File: src/rtl/regwb_buffer.sv
// Register-file writeback merger: pipeline writes win, mdu writes queue in a small FIFO.
// Build option REGWB_STARVE_GUARD_EN adds a stall-based starvation guard for the FIFO head.
module regwb_buffer #(
   parameter int unsigned SIZE         = 31,
   parameter int unsigned ADSIZE       = 4,
   parameter int unsigned DEPTH        = 4,
   parameter int unsigned STARVE_LIMIT = 4
) (
   input  logic                     clk,
   input  logic                     rst,
   input  logic                     pipe_we,
   input  logic [ADSIZE:0]          pipe_addr,
   input  logic [SIZE:0]            pipe_data,
   output logic                     pipe_stall,
   input  logic                     mdu_valid,
   output logic                     mdu_ready,
   input  logic [ADSIZE:0]          mdu_addr,
   input  logic [SIZE:0]            mdu_data,
   input  logic [ADSIZE:0]          pend_a1,
   input  logic [ADSIZE:0]          pend_a2,
   output logic                     pend1,
   output logic                     pend2,
   output logic [$clog2(DEPTH):0]   fifo_count,
   output logic                     WE3,
   output logic [ADSIZE:0]          a3,
   output logic [SIZE:0]            WD3
);

   localparam int unsigned DW = SIZE + 1;
   localparam int unsigned AW = ADSIZE + 1;
   localparam int unsigned PW = $clog2(DEPTH);
   localparam int unsigned CW = PW + 1;

   logic [AW-1:0] r_mem_addr [DEPTH];
   logic [DW-1:0] r_mem_data [DEPTH];
   logic [PW-1:0] r_wr_ptr;
   logic [PW-1:0] r_rd_ptr;
   logic [CW-1:0] r_count;

   logic w_full;
   logic w_empty;
   logic w_push;
   logic w_store;
   logic w_pipe_win;
   logic w_pop;
   logic w_stall;
   logic w_pend1;
   logic w_pend2;

   assign w_full     = (r_count == CW'(DEPTH));
   assign w_empty    = (r_count == '0);
   assign mdu_ready  = !w_full && !rst;
   assign w_push     = mdu_valid && mdu_ready;
   assign w_store    = w_push && (mdu_addr != '0);
   assign w_pipe_win = !rst && pipe_we && (pipe_addr != '0) && !w_stall;
   assign w_pop      = !rst && !w_empty && !w_pipe_win;
   assign fifo_count = r_count;
   assign pipe_stall = w_stall;
   assign pend1      = w_pend1;
   assign pend2      = w_pend2;

`ifdef REGWB_STARVE_GUARD_EN
   localparam int unsigned SW = $clog2(STARVE_LIMIT + 1);

   logic [SW-1:0] r_starve;

   // Cycles the head has waited while the pipeline kept winning; saturates at the limit.
   always_ff @(posedge clk) begin
      if (rst) begin
         r_starve <= '0;
      end else if (w_empty || w_pop) begin
         r_starve <= '0;
      end else if (r_starve != SW'(STARVE_LIMIT)) begin
         r_starve <= r_starve + SW'(1);
      end
   end

   assign w_stall = (r_starve == SW'(STARVE_LIMIT));
`else
   logic w_unused_starve_limit;

   assign w_unused_starve_limit = (STARVE_LIMIT == 0);
   assign w_stall               = 1'b0;
`endif

   // FIFO pointers and occupancy; a push and pop in the same cycle leave the count unchanged.
   always_ff @(posedge clk) begin
      if (rst) begin
         r_wr_ptr <= '0;
         r_rd_ptr <= '0;
         r_count  <= '0;
      end else begin
         if (w_store) begin
            r_wr_ptr <= r_wr_ptr + PW'(1);
         end
         if (w_pop) begin
            r_rd_ptr <= r_rd_ptr + PW'(1);
         end
         r_count <= r_count + CW'(w_store) - CW'(w_pop);
      end
   end

   always_ff @(posedge clk) begin
      if (w_store) begin
         r_mem_addr[r_wr_ptr] <= mdu_addr;
         r_mem_data[r_wr_ptr] <= mdu_data;
      end
   end

   // Register-file write port: pipeline first, then FIFO head, else idle with a3/WD3 held.
   always_ff @(posedge clk) begin
      if (rst) begin
         WE3 <= 1'b0;
         a3  <= '0;
         WD3 <= '0;
      end else if (w_pipe_win) begin
         WE3 <= 1'b1;
         a3  <= pipe_addr;
         WD3 <= pipe_data;
      end else if (w_pop) begin
         WE3 <= 1'b1;
         a3  <= r_mem_addr[r_rd_ptr];
         WD3 <= r_mem_data[r_rd_ptr];
      end else begin
         WE3 <= 1'b0;
      end
   end

   // Hazard lookup across the valid window [rd_ptr, rd_ptr + count).
   always_comb begin
      logic [PW-1:0] off;
      w_pend1 = 1'b0;
      w_pend2 = 1'b0;
      off     = '0;
      for (int i = 0; i < DEPTH; i++) begin
         off = PW'(i) - r_rd_ptr;
         if (!rst && (CW'(off) < r_count)) begin
            if ((pend_a1 != '0) && (r_mem_addr[i] == pend_a1)) begin
               w_pend1 = 1'b1;
            end
            if ((pend_a2 != '0) && (r_mem_addr[i] == pend_a2)) begin
               w_pend2 = 1'b1;
            end
         end
      end
   end

endmodule

File: config.mk
export PLATFORM = sky130hd
export DESIGN_NAME = regwb_buffer
export DESIGN_NICKNAME = d
export VERILOG_FILES = /design/src/rtl/regwb_buffer.sv
export SDC_FILE = /design/constraint.sdc
export NUM_CORES = 1
export LEC_CHECK = 0
export ABC_AREA = 1
export CORE_ASPECT_RATIO = 1.2
export CORE_MARGIN = 4
export CORE_UTILIZATION = 54
export CTS_CLUSTER_DIAMETER = 30
export DETAILED_ROUTE_END_ITERATION = 6
export GPL_TIMING_DRIVEN = 0
export PLACE_DENSITY = 0.79
export RECOVER_POWER = 50
export SYNTH_ARGS = -nofsm -noshare
export SYNTH_HDL_FRONTEND = slang
export SYNTH_SLANG_ARGS = --single-unit
File: constraint.sdc
create_clock -name clk -period 3.76 [get_ports clk]
set_clock_uncertainty 0.1 [all_clocks]
set_input_delay 0.752 -clock clk [delete_from_list [all_inputs] [get_ports clk]]
set_output_delay 0.752 -clock clk [all_outputs]
set_load 0.05 [all_outputs]
==> results_dict.tcl <==
set metrics [dict create \
    setup.worst_path.start_class "input pin" \
    dieArea_mm2 0.0180 \
    p_clk_share_pct 28.8 \
    routed_wl_mm 21.7 \
    drtAntennaViolNets 0 \
    boundaryPins 133 \
    antenna_found_initial 2 \
    rows 50 \
    synth.avg_cell_area_um2 10.1 \
    r2r-start "fifo_count[0]" \
    port_buffers 128 \
    max_cap_violations 0 \
    crit_slowest_cell "clkdlybuf4s50_1" \
    netlist_area_mm2 0.00859 \
    r2r-end "fifo_count[2]" \
    max_stage_delay_ps 550 \
    grt_pass1_vias 6497 \
    hold_depth 2 \
    synth_warnings 0 \
    placed_area_mm2 0.0103 \
    clk_pin_slew_ps 70 \
    slew_headroom_pct 53.1 \
    nets 1103 \
    drive_gt1_share_pct 7.67 \
    hold_start "WD3[19]" \
    internal_power_uw 4480 \
    gp_congestion 0.876 \
    arrival_ps 2720 \
    core_mm2 0.0156 \
    grt_start_max_net_pins 27 \
    rsz0062_at_grt "no" \
    wl_per_cell_um 17.7 \
    cts_num_sinks 195 \
    vias 6557 \
    netlist_instances 853 \
    path_class "input pin to primary output" \
    cts-buffers-inserted 17 \
    max_slew.worst_pin.slew_ps 702 \
    finalSetupViolCount 0 \
    yosys_register_bits 195 \
    worst_hold_path.endpoint "WD3[19]" \
    hp-class "flip-flop to flip-flop" \
    p_seq_share_pct 38.3 \
    hold_buffers 0 \
    worst_ep_required_time_ps 2910 \
    overflow 0 \
    synth_nets 952 \
    dieHeight_um 146 \
    status "complete, no violations" \
    drc 0 \
    leakagePower_uw 0.00425 \
    cts_root_buf "clkbuf_16" \
    drtPass1Iterations 5 \
    grt_pass1_wl_mm 33.8 \
    slew_violations 0 \
    dp.cells 1193 \
    path_cells "clkdlybuf4s50_1 -> inv_2 -> clkbuf_2 -> o21ai_0 -> nor2_1 -> dlygate4sd2_1" \
    hold_slack_ps 427 \
    rrSetupSlack_ps 900 \
    final.min_clock_period_ps 3570 \
    yosysSeqAreaShare_pct 62.7 \
    track_usage_pct 24.7 \
    cp_max_fo 10 \
    r2r_cells 10 \
    p_per_area_mw_per_mm2 634 \
    start_util_pct 54.9 \
    via_per_inst 5.35 \
    cp-end-kind "primary output" \
    cts_max_level 4 \
    drt_iter0_drc 548 \
    max_freq_mhz 280 \
    final_cell_area_mm2 0.0109 \
    cts_tree "done" \
    p_switching_uw 2420 \
    synth.distinct_cells 33 \
    clock_latency_ps 430 \
    p_sw_share_pct 35.0 \
    syn2layout_area_growth_pct 26.5 \
    fin_cells 1226 \
    die_w_um 123 \
    hold_viol 0 \
    dpl.hpwl_mm 15.2 \
    finalCritPeriodShare_pct 94.9 \
    max-vdd-ir-drop_mv 0.344 \
    fin_util_pct 69.5 \
    cts.path.max_buffers 2 \
    pwr-share-comb_pct 32.9 \
]
[power groups by stage]
stage / combinational [uW] / clock, uW / sequential [uW]
CTS: 2300 / 1990 / 2640
detailed placement: 2290 / 0 / 2690
floorplan: 1090 / 0 / 3090
global route: 2470 / 2090 / 2670
finish: 2260 / 1990 / 2640
global placement: 2220 / 0 / 2690
[cell type report]
class / instances / area, um^2
inverter: 70 / 265
clock inverter: 15 / 231
tap: 208 / 260
antenna: 1 / 2.50
buffer: 43 / 221
fill: 1176 / 4770
timing repair buffer: 132 / 1370
sequential: 195 / 5390
clock buffer: 17 / 425
multi-input combinational: 545 / 2700
[synth_stat cells]
cell / number / area (um^2)
nand2_1: 165 / 619
buf_6: 7 / 78.8
o211ai_1: 18 / 135
nand4_1: 6 / 37.5
dfxtp_1: 47 / 941
inv_2: 4 / 15.0
xnor2_1: 16 / 140
inv_1: 65 / 244
ha_1: 10 / 125
nand3_1: 25 / 125
nor3_1: 2 / 10.0
or2_2: 7 / 43.8
o21ai_0: 96 / 480
conb_1: 1 / 3.75
xor2_1: 10 / 87.6
o21ai_1: 7 / 35.0
buf_4: 5 / 37.5
o22ai_1: 15 / 93.8
fa_1: 1 / 20.0
clkbuf_1: 17 / 63.8
buf_2: 13 / 65.1
edfxtp_1: 148 / 4440
buf_1: 1 / 3.75
nor2_1: 120 / 450
or2_1: 11 / 68.8
nand3_2: 2 / 20.0
nor2_2: 1 / 6.26
nor2_4: 1 / 11.3
a21oi_1: 26 / 130
nand2_4: 3 / 33.8
a31oi_1: 1 / 6.26
o21ai_2: 1 / 8.76
inv_4: 1 / 6.26
[sequential cells by signal (all words and copies together), names as in the netlist, named ones only]
| register | flops |
|---|---|
| WE3 | 1 |
| r_wr_ptr | 2 |
| a3 | 5 |
| WD3 | 32 |
| r_mem_data | 128 |
| fifo_count | 3 |
| r_mem_addr | 20 |
| r_rd_ptr | 2 |
[cells in the final DEF, fill, tap and decap left out, types with 3 or more instances in the layout]
cell type and count:
a21oi_1 26, buf_2 14, buf_4 5, buf_6 3, bufinv_16 5, clkbuf_1 20
clkbuf_16 17, clkdlybuf4s50_1 88, clkinv_4 3, clkinvlp_4 3, dfxtp_1 47, dlygate4sd3_1 38
edfxtp_1 148, ha_1 10, inv_1 66, inv_2 3, nand2_1 165, nand2_4 3
nand3_1 26, nand4_1 6, nor2_1 118, nor2_4 4, o211ai_1 18, o21ai_0 97
o21ai_1 7, o22ai_1 15, or2_1 10, or2_2 7, xnor2_1 16, xor2_1 10
[worst max-delay path by stage]
stage                        from           endpoint  cells after the start
floorplan           fifo_count[1]   r_mem_addr[0][0]                      4
global placement              rst  r_mem_data[1][10]                      4
detailed placement            rst              pend1                      6
CTS                           rst              pend1                      6
global route                  rst              pend1                      6
finish                        rst              pend1                      6
[what timing repair did]
item | in CTS | in global routing
buffers inserted | 0 | 0
setup endpoints to repair | 2 | 0
gates resized for setup | 4 | 0
[logic make-up after synthesis]
group	Yosys count	synth area share (%)
buffers and inverters	113	5.99
adder cells (fa/ha/maj)	11	1.69
AO/OA/AOI/OAI	164	10.4
flip-flops	195	62.7
AND/OR/NAND/NOR	343	16.6
XOR/XNOR	26	2.65
other	1	0.0436
[metal layers]
metal	track usage, %	wire length (um)	part of all wire, %
met1	29.9	8550	39
met2	42.1	11300	52
met3	4.80	1110	5.1
met4	11.2	719	3.3
met5	0	7	0.032
[through the flow]
step	worst slack, ps	power, uW	TNS [ps]
after floorplan	-552	4170	-81750
after global placement	-1490	4910	-216400
after detailed placement	-463	4980	-717
after CTS	120	6940	0
after global routing	48.4	7220	0
final	193	6890	0
[critical path: cells and delay by family]
family                 cells  cell delay, ps
AO/OA/AOI/OAI              1             150
AND/OR/NAND/NOR            1             110
buffers and inverters      4            1700
Note: power is estimated with default switching activity, not from simulation.
